**src/rtl/alu_issue_stage.sv**
```systemverilog
// Decode/issue stage in front of the execute ALU: decodes RV32I register and immediate ALU ops,
// reads the register file, and registers {alu_op, operands, rd} while a short rd scoreboard blocks RAW hazards.
module alu_issue_stage #(
    parameter int          HAZARD_DEPTH = 2,
    parameter logic [5:0]  BUBBLE_OP    = 6'd63
) (
    input  logic        clock,
    input  logic        reset,
    input  logic        instr_valid,
    input  logic [31:0] instr,
    output logic        instr_ready,
    input  logic        flush,
    input  logic        stall_in,
    output logic [4:0]  rs1_addr,
    output logic [4:0]  rs2_addr,
    input  logic [31:0] rs1_data,
    input  logic [31:0] rs2_data,
    output logic [5:0]  alu_op,
    output logic [31:0] data_in_1,
    output logic [31:0] data_in_2,
    output logic        issue_valid,
    output logic [4:0]  issue_rd,
    output logic        illegal_instr
);

    localparam logic [6:0] OPC_R    = 7'b0110011;
    localparam logic [6:0] OPC_I    = 7'b0010011;
    localparam logic [6:0] F7_BASE  = 7'b0000000;
    localparam logic [6:0] F7_ALT   = 7'b0100000;

    logic [6:0]  w_opcode;
    logic [2:0]  w_f3;
    logic [6:0]  w_f7;
    logic [4:0]  w_rd;
    logic        w_is_r;
    logic        w_legal;
    logic [5:0]  w_op;
    logic [31:0] w_op2;
    logic        w_hazard;
    logic        w_accept;
    logic        w_mark_busy;

    logic [5:0]  r_alu_op;
    logic [31:0] r_data_in_1;
    logic [31:0] r_data_in_2;
    logic        r_issue_valid;
    logic [4:0]  r_issue_rd;
    logic        r_illegal;

    logic [HAZARD_DEPTH-1:0]      r_sb_v;
    logic [HAZARD_DEPTH-1:0][4:0] r_sb_rd;

    assign w_opcode = instr[6:0];
    assign w_rd     = instr[11:7];
    assign w_f3     = instr[14:12];
    assign w_f7     = instr[31:25];
    assign rs1_addr = instr[19:15];
    assign rs2_addr = instr[24:20];

    always_comb begin
        w_is_r  = 1'b0;
        w_legal = 1'b0;
        w_op    = BUBBLE_OP;
        w_op2   = rs2_data;
        case (w_opcode)
            OPC_R: begin
                w_is_r = 1'b1;
                case (w_f3)
                    3'b000: begin
                        if (w_f7 == F7_BASE) begin
                            w_legal = 1'b1;
                            w_op    = 6'd0;
                        end else if (w_f7 == F7_ALT) begin
                            w_legal = 1'b1;
                            w_op    = 6'd1;
                        end
                    end
                    3'b101: begin
                        if (w_f7 == F7_BASE) begin
                            w_legal = 1'b1;
                            w_op    = 6'd6;
                        end else if (w_f7 == F7_ALT) begin
                            w_legal = 1'b1;
                            w_op    = 6'd7;
                        end
                    end
                    default: begin
                        w_legal = (w_f7 == F7_BASE);
                        case (w_f3)
                            3'b001:  w_op = 6'd5;
                            3'b010:  w_op = 6'd8;
                            3'b011:  w_op = 6'd9;
                            3'b100:  w_op = 6'd2;
                            3'b110:  w_op = 6'd3;
                            default: w_op = 6'd4;
                        endcase
                    end
                endcase
                if (!w_legal) begin
                    w_op = BUBBLE_OP;
                end
            end
            OPC_I: begin
                w_op2 = {{20{instr[31]}}, instr[31:20]};
                case (w_f3)
                    3'b000: begin w_legal = 1'b1; w_op = 6'd10; end
                    3'b010: begin w_legal = 1'b1; w_op = 6'd17; end
                    3'b011: begin w_legal = 1'b1; w_op = 6'd18; end
                    3'b100: begin w_legal = 1'b1; w_op = 6'd11; end
                    3'b110: begin w_legal = 1'b1; w_op = 6'd12; end
                    3'b111: begin w_legal = 1'b1; w_op = 6'd13; end
                    3'b001: begin
                        // Shift immediates carry only a 5-bit shamt; the upper imm bits act as funct7.
                        w_op2 = {27'd0, instr[24:20]};
                        if (w_f7 == F7_BASE) begin
                            w_legal = 1'b1;
                            w_op    = 6'd14;
                        end
                    end
                    default: begin
                        w_op2 = {27'd0, instr[24:20]};
                        if (w_f7 == F7_BASE) begin
                            w_legal = 1'b1;
                            w_op    = 6'd15;
                        end else if (w_f7 == F7_ALT) begin
                            w_legal = 1'b1;
                            w_op    = 6'd16;
                        end
                    end
                endcase
            end
            default: begin
                w_legal = 1'b0;
            end
        endcase
    end

    always_comb begin
        w_hazard = 1'b0;
        for (int i = 0; i < HAZARD_DEPTH; i++) begin
            if (r_sb_v[i] && (rs1_addr != 5'd0) && (r_sb_rd[i] == rs1_addr)) begin
                w_hazard = 1'b1;
            end
            if (w_is_r && r_sb_v[i] && (rs2_addr != 5'd0) && (r_sb_rd[i] == rs2_addr)) begin
                w_hazard = 1'b1;
            end
        end
    end

    assign instr_ready = !reset && !flush && !stall_in && !w_hazard;
    assign w_accept    = instr_valid && instr_ready;
    assign w_mark_busy = w_accept && w_legal && (w_rd != 5'd0);

    // A flush kills the instruction sitting in the output register, so its entry is
    // dropped as it moves from slot 0 to slot 1; older entries keep aging normally.
    always_ff @(posedge clock) begin
        if (reset) begin
            r_sb_v  <= '0;
            r_sb_rd <= '0;
        end else if (flush || !stall_in) begin
            r_sb_v[0]  <= w_mark_busy;
            r_sb_rd[0] <= w_rd;
            for (int i = 1; i < HAZARD_DEPTH; i++) begin
                r_sb_v[i]  <= r_sb_v[i-1] && !(flush && (i == 1));
                r_sb_rd[i] <= r_sb_rd[i-1];
            end
        end
    end

    always_ff @(posedge clock) begin
        if (reset) begin
            r_alu_op      <= BUBBLE_OP;
            r_data_in_1   <= 32'd0;
            r_data_in_2   <= 32'd0;
            r_issue_valid <= 1'b0;
            r_issue_rd    <= 5'd0;
            r_illegal     <= 1'b0;
        end else if (flush) begin
            r_alu_op      <= BUBBLE_OP;
            r_issue_valid <= 1'b0;
            r_illegal     <= 1'b0;
        end else if (!stall_in) begin
            r_illegal <= w_accept && !w_legal;
            if (w_accept && w_legal) begin
                r_issue_valid <= 1'b1;
                r_alu_op      <= w_op;
                r_data_in_1   <= rs1_data;
                r_data_in_2   <= w_op2;
                r_issue_rd    <= w_rd;
            end else begin
                r_issue_valid <= 1'b0;
                r_alu_op      <= BUBBLE_OP;
            end
        end
    end

    assign alu_op        = r_alu_op;
    assign data_in_1     = r_data_in_1;
    assign data_in_2     = r_data_in_2;
    assign issue_valid   = r_issue_valid;
    assign issue_rd      = r_issue_rd;
    assign illegal_instr = r_illegal;

endmodule

```
**config.mk**
```make
export PLATFORM = sky130hd
export DESIGN_NAME = alu_issue_stage
export DESIGN_NICKNAME = d
export VERILOG_FILES = /design/src/rtl/alu_issue_stage.sv
export SDC_FILE = /design/constraint.sdc
export NUM_CORES = 1
export LEC_CHECK = 0
export CAP_MARGIN = 10
export CORE_UTILIZATION = 43
export CTS_CLUSTER_DIAMETER = 120
export DETAILED_ROUTE_END_ITERATION = 12
export PLACE_DENSITY = 0.82
export SLEW_MARGIN = 20
export SYNTH_ARGS = -nofsm -noshare
export SYNTH_HDL_FRONTEND = slang
export SYNTH_SLANG_ARGS = --single-unit
```
**constraint.sdc**
```tcl
create_clock -name clock -period 2.6 [get_ports clock]
set_input_delay 0.26 -clock clock [delete_from_list [all_inputs] [get_ports clock]]
set_output_delay 0.26 -clock clock [all_outputs]
set_load 0.01 [all_outputs]
```
# == Yosys cells after proc, flatten, opt, wreduce, memory -nomap -nowiden ==
# Index checks and enable logic that the tools add are counted.
# totals
out_inout_bits,88
ff_bits,89
input_bits,101
word_cells,86
# op_classes
n_bitwise,2
n_reduce_logical,33
muxes,28
n_eq_ne,14
# op_table
op,count
32-bit two-way mux,2
6-bit two-way mux,9
6-bit case mux with 7 select lines,1
6-bit case mux with 2 select lines,2
5-bit == test,4
4-bit case mux with 5 select lines,1
1-bit logical AND,18
5-bit nonzero test,3
7-bit by 6-bit == test with 1-bit output (second input constant),2
3-bit == test (second input constant),4
1-bit two-way mux,11
7-bit by 5-bit == test with 1-bit output (second input constant),1
7-bit zero test,1
3-bit by 2-bit == test with 1-bit output (second input constant),2
6-bit OR reduction,1
1-bit zero test,5
1-bit case mux with 2 select lines,2
2-bit OR reduction,2
3-bit by 1-bit == test with 1-bit output (second input constant),1
3-bit zero test,1
3-bit AND reduction,1
1-bit NOT,2
1-bit logical OR,1

# == Logic depth before layout (Yosys ltp) ==
# logic_depth
depth_word,13
mapped_depth,11
ltp_nobuf,6

# == Worst setup path before layout ==
# OpenSTA, ideal clock, no wires.
# synth_timing
path_kind,input -> output
start,in instr[2]
end,out instr_ready
t_arrival_ns,1.683
slack_ns,0.657
required_time_ns,2.340
cell_stages,6
n_path_buf,2
cell_sequence,and4bb_1 and3b_1 buf_6 nand4_1 clkbuf_1 nor4b_1
# synth_between
elab_chain_len,10
elab_cells_between_ends,13
classes_between,eq/ne (1); mux (4); reduce/logical (8)
# synth_lines
element,line,source
start: declaration,10,"input logic [31:0] instr,"
7-bit by 6-bit == test with 1-bit output (*),65,case (w_opcode)
1-bit two-way mux (*),65,
1-bit logical AND (3 in a row),144,if (w_is_r && r_sb_v[i] && (rs2_addr != 5'd0) && (r_sb_rd[i] == rs2_addr)) begin
1-bit two-way mux,144,
1-bit two-way mux,141,if (r_sb_v[i] && (rs1_addr != 5'd0) && (r_sb_rd[i] == rs1_addr)) begin
1-bit two-way mux (*),144,
1-bit zero test (*),150,assign instr_ready = !reset && !flush && !stall_in && !w_hazard;
1-bit logical AND (*),150,
end: declaration,11,"output logic instr_ready,"
# Every way passes the cells marked *; elsewhere a longest branch is shown, timed or not.

# == Worst setup path in the final report ==
# layout_timing
start,in instr[29]
end,reg r_data_in_2[12] (netlist: data_in_2[12])
# layout_between
elab_chain_len,8
elab_cells_between_ends,11
classes_between,eq/ne (1); mux (7); reduce/logical (3)
# layout_lines
element,line,source
7-bit by 6-bit == test with 1-bit output,"73, 82, 125",
1-bit two-way mux,"73, 82, 125",
1-bit two-way mux,122,if (w_f7 == F7_BASE) begin
1-bit two-way mux,--,
1-bit two-way mux,65,
1-bit case mux with 2 select lines (*),65,
1-bit logical AND (*),184,if (w_accept && w_legal) begin
3-bit AND reduction (no source line) (*),--,
end signal: assignment,188,r_data_in_2 <= w_op2;
end: declaration,45,logic [31:0] r_data_in_2;
# Every way passes the cells marked *; elsewhere a longest branch is shown, timed or not. The select of a mux whose other input is x is not followed.
# A chain may end at the register's enable or synchronous reset.

==> impl_metrics.toml <==
[synth]
synth_xor_area_share_pct = 4.21
synth_top_family_by_area = "compound AO/OA/AOI/OAI gates"
ys_ff_latch = 89
synth_cell_types = 47
postSynthCellCount = 527
seq_area_frac_synth_pct = 40.8
synthTopCellsByArea = "dfxtp_1 41%, a21oi_1 6.4%, nand2_1 6.2%, nand3_1 5.3%, a31oi_1 4.9%"
synth_area_um2 = 4370
synth-main-ff-cell = "dfxtp_1"
synthMuxAreaShare_pct = 0.229
yosys_warnings = 0
synthAdderAreaFrac_pct = 0
syn-num-nets = 628
synth-edff-count = 0
ys_top_cells_by_count = "89 x dfxtp_1, 72 x nand2_1, 56 x a21oi_1, 46 x nand3_1, 42 x o21ai_0"
synth_compound_area_share_pct = 28.3
synth_area_leader_cell = "dfxtp_1"
synth-simple-area-share_pct = 18.2
avgSynthCellArea_um2 = 8.29
yosysMostFrequentCell = "dfxtp_1"
netlist.area_leader.share_pct = 40.8
async_reset_ff_share_pct = 0

[drt]
drc = 0
vias = 4729
drtIter0Drc = 211
drtPass1Iterations = 5
routed_wirelength_um = 14300
antenna_left = 0
via_per_inst = 5.71
drt-wirelength-per-cell_um = 17.3

[final_layout]
syn_to_final_growth_pct = 50.4
nNetsFinal = 791
drive_gt1_share_pct = 9.21
insertedDiodeCount = 0
fin_area_um2 = 6570
final_util_pct = 66.9

[worst_hold_path]
hold_start = "reset"
hold_end = "alu_op[3]"
min_path_cells = 4
holdCritPathClass = "primary input to flop"

[sta]
drv_slew = 0
rsz0062_at_grt = "false"
tightest_slew_ps = 930
fin_skew_ps = 9.54
relSlewSlack_pct = 38.0
max_freq_mhz = 446
layout_min_cycle_time_ps = 2240
post-route-period-util_pct = 86.2
setup_viol = 0
fin_tns_setup_ps = 0
hold_viol_final = 0

[clocking]
cts.root.buffer_cell = "clkbuf_8"
clk-insertion-delay-late_ps = 370
cts_buffers = 9
cts_setup_buffers = 0
clkTransAtPathRegs_ps = 90
h-tree-depth = 3
cts_hold_buffers = 0
cts_tree = "built"
ctsResizeCount = 0
clock-sinks = 89
clock_path_buffers = 2

[die]
die_x_um = 103
die-area_um2 = 10600
coreArea_um2 = 9820
fp.dieH_um = 103
initial_utilization_pct = 44.5
io_pins = 189
row_count = 36

[global_route]
grt_antenna_before_repair = 0
grt_max_degree = 81
grt_overflow = 0
grt_pass1_wl_um = 22400
grt_usage_pct = 27.2
grt_pass1_vias = 4595

[flow_run]
max_cap_violations = 0

[place]
io_buffers = 188
place_area_um2 = 6360
gp_congestion = 0.971
dp_hpwl_um = 10100

[setup_path]
critical_path_class = "primary input to flop"
slowest_stage = "nor4_1"
worstPathArrival_ps = 2500
required_ps = 2860
r2r_start = "r_sb_rd[1]"
cp-start-kind = "primary input"
cp_max_fo = 31
r2r_slack_ps = 440
cp_cell_sequence = "clkdlybuf4s50_1, nor4_1, nand2_1, a21boi_4, and2_1, buf_12, a31oi_1, a311oi_1"
worstSetupEndpointType = "flop"
crit_family = "simple AND/OR/NAND/NOR gates"
critPathBufInv = 2
r2r_end = "data_in_2[12]"
slowest_delay_ps = 480
reg2reg_depth = 8

[pwr]
peakVddDrop_mv = 0.286
power_density_nw_per_um2 = 419
leakage_nw = 2.19

[status]
outcome = "finished, final reports clean"
[cells in the final DEF (no fill, tap or decap), drive strengths merged, types with 2 or more instances in the layout]
master / synthesis / layout
clkdlybuf4s50: 0 / 186
dfxtp: 89 / 89
nand2: 72 / 72
a21oi: 56 / 56
nand3: 46 / 46
o21ai: 44 / 44
a31oi: 34 / 34
a311oi: 32 / 32
buf: 28 / 28
xnor2: 21 / 21
nor2: 13 / 13
clkbuf: 35 / 11
nand4: 7 / 7
nor2b: 6 / 6
nor3b: 5 / 5
nor3: 4 / 4
clkinv: 0 / 4
and2: 3 / 3
o22ai: 3 / 3
inv: 3 / 3
o211ai: 3 / 3
nand2b: 2 / 2
nor4: 2 / 2
and3: 2 / 2
[sequential cells by signal, summed over array words and instances (netlist names)]
signal and flops:
issue_valid 1, r_sb_rd 10, data_in_1 32, illegal_instr 1
alu_op 6, data_in_2 32, issue_rd 5, r_sb_v 2
[power by group]
part	switching [W]	internal [W]
clock	0.000513	0.000494
sequential	0.0000122	0.00137
combinational	0.000154	0.000210
total	0.000680	0.00207
[final cells by class]
cell class                      count  area [um2]
Fill cell                         818        3250
Multi-Input combinational cell    372        2250
Timing Repair Buffer              215        2160
Sequential cell                    89        1780
Tap cell                          133         166
Clock buffer                       11         151
Clock inverter                      5        53.8
Inverter                            3        11.3
[how the worst max path moves through the flow]
stage | start | to | slack, ps | cells past startpoint
final | instr[29] | data_in_2[12] | 360 | 8
after global routing | instr[29] | data_in_2[12] | 200 | 8
after CTS | r_sb_rd[1] | instr_ready | 70 | 6
after detailed placement | instr[29] | data_in_2[12] | 20 | 8
after global placement | instr[15] | instr_ready | 110 | 6
after floorplan | instr[2] | instr_ready | 660 | 6
[worst min-delay path: stages]
cell	delay (ps)
buf_2	100
nor2_1	50
buf_4	140
o211ai_2	50
[cell families after synthesis]
| group | after synthesis |
|---|---|
| DFF | 89 |
| xor gates and xnor gates | 21 |
| and+or+nand+nor | 167 |
| buffers and inverters | 66 |
| AOI/OAI and AO/OA | 183 |
| muxes | 1 |
[layer usage]
layer / up-vias / share of wire, % / track usage [%]
met1: 2235 / 39 / 31.6
li1: 2244 / - / -
met2: 228 / 47 / 45.8
met5: - / 0 / 0
met4: 0 / 1.7 / 9.21
met3: 22 / 12 / 10.4
[per-stage QoR]
step	setup WS, ps	power (W)	hold slack [ps]	std cells
after global placement	115	0.00177	455	812
after floorplan	657	0.00156	398	527
after global routing	203	0.00285	281	828
after detailed placement	24.4	0.00177	459	812
final	358	0.00275	270	828
after CTS	72.9	0.00276	263	828
No activity file was read; power rests on OpenSTA's default activity.
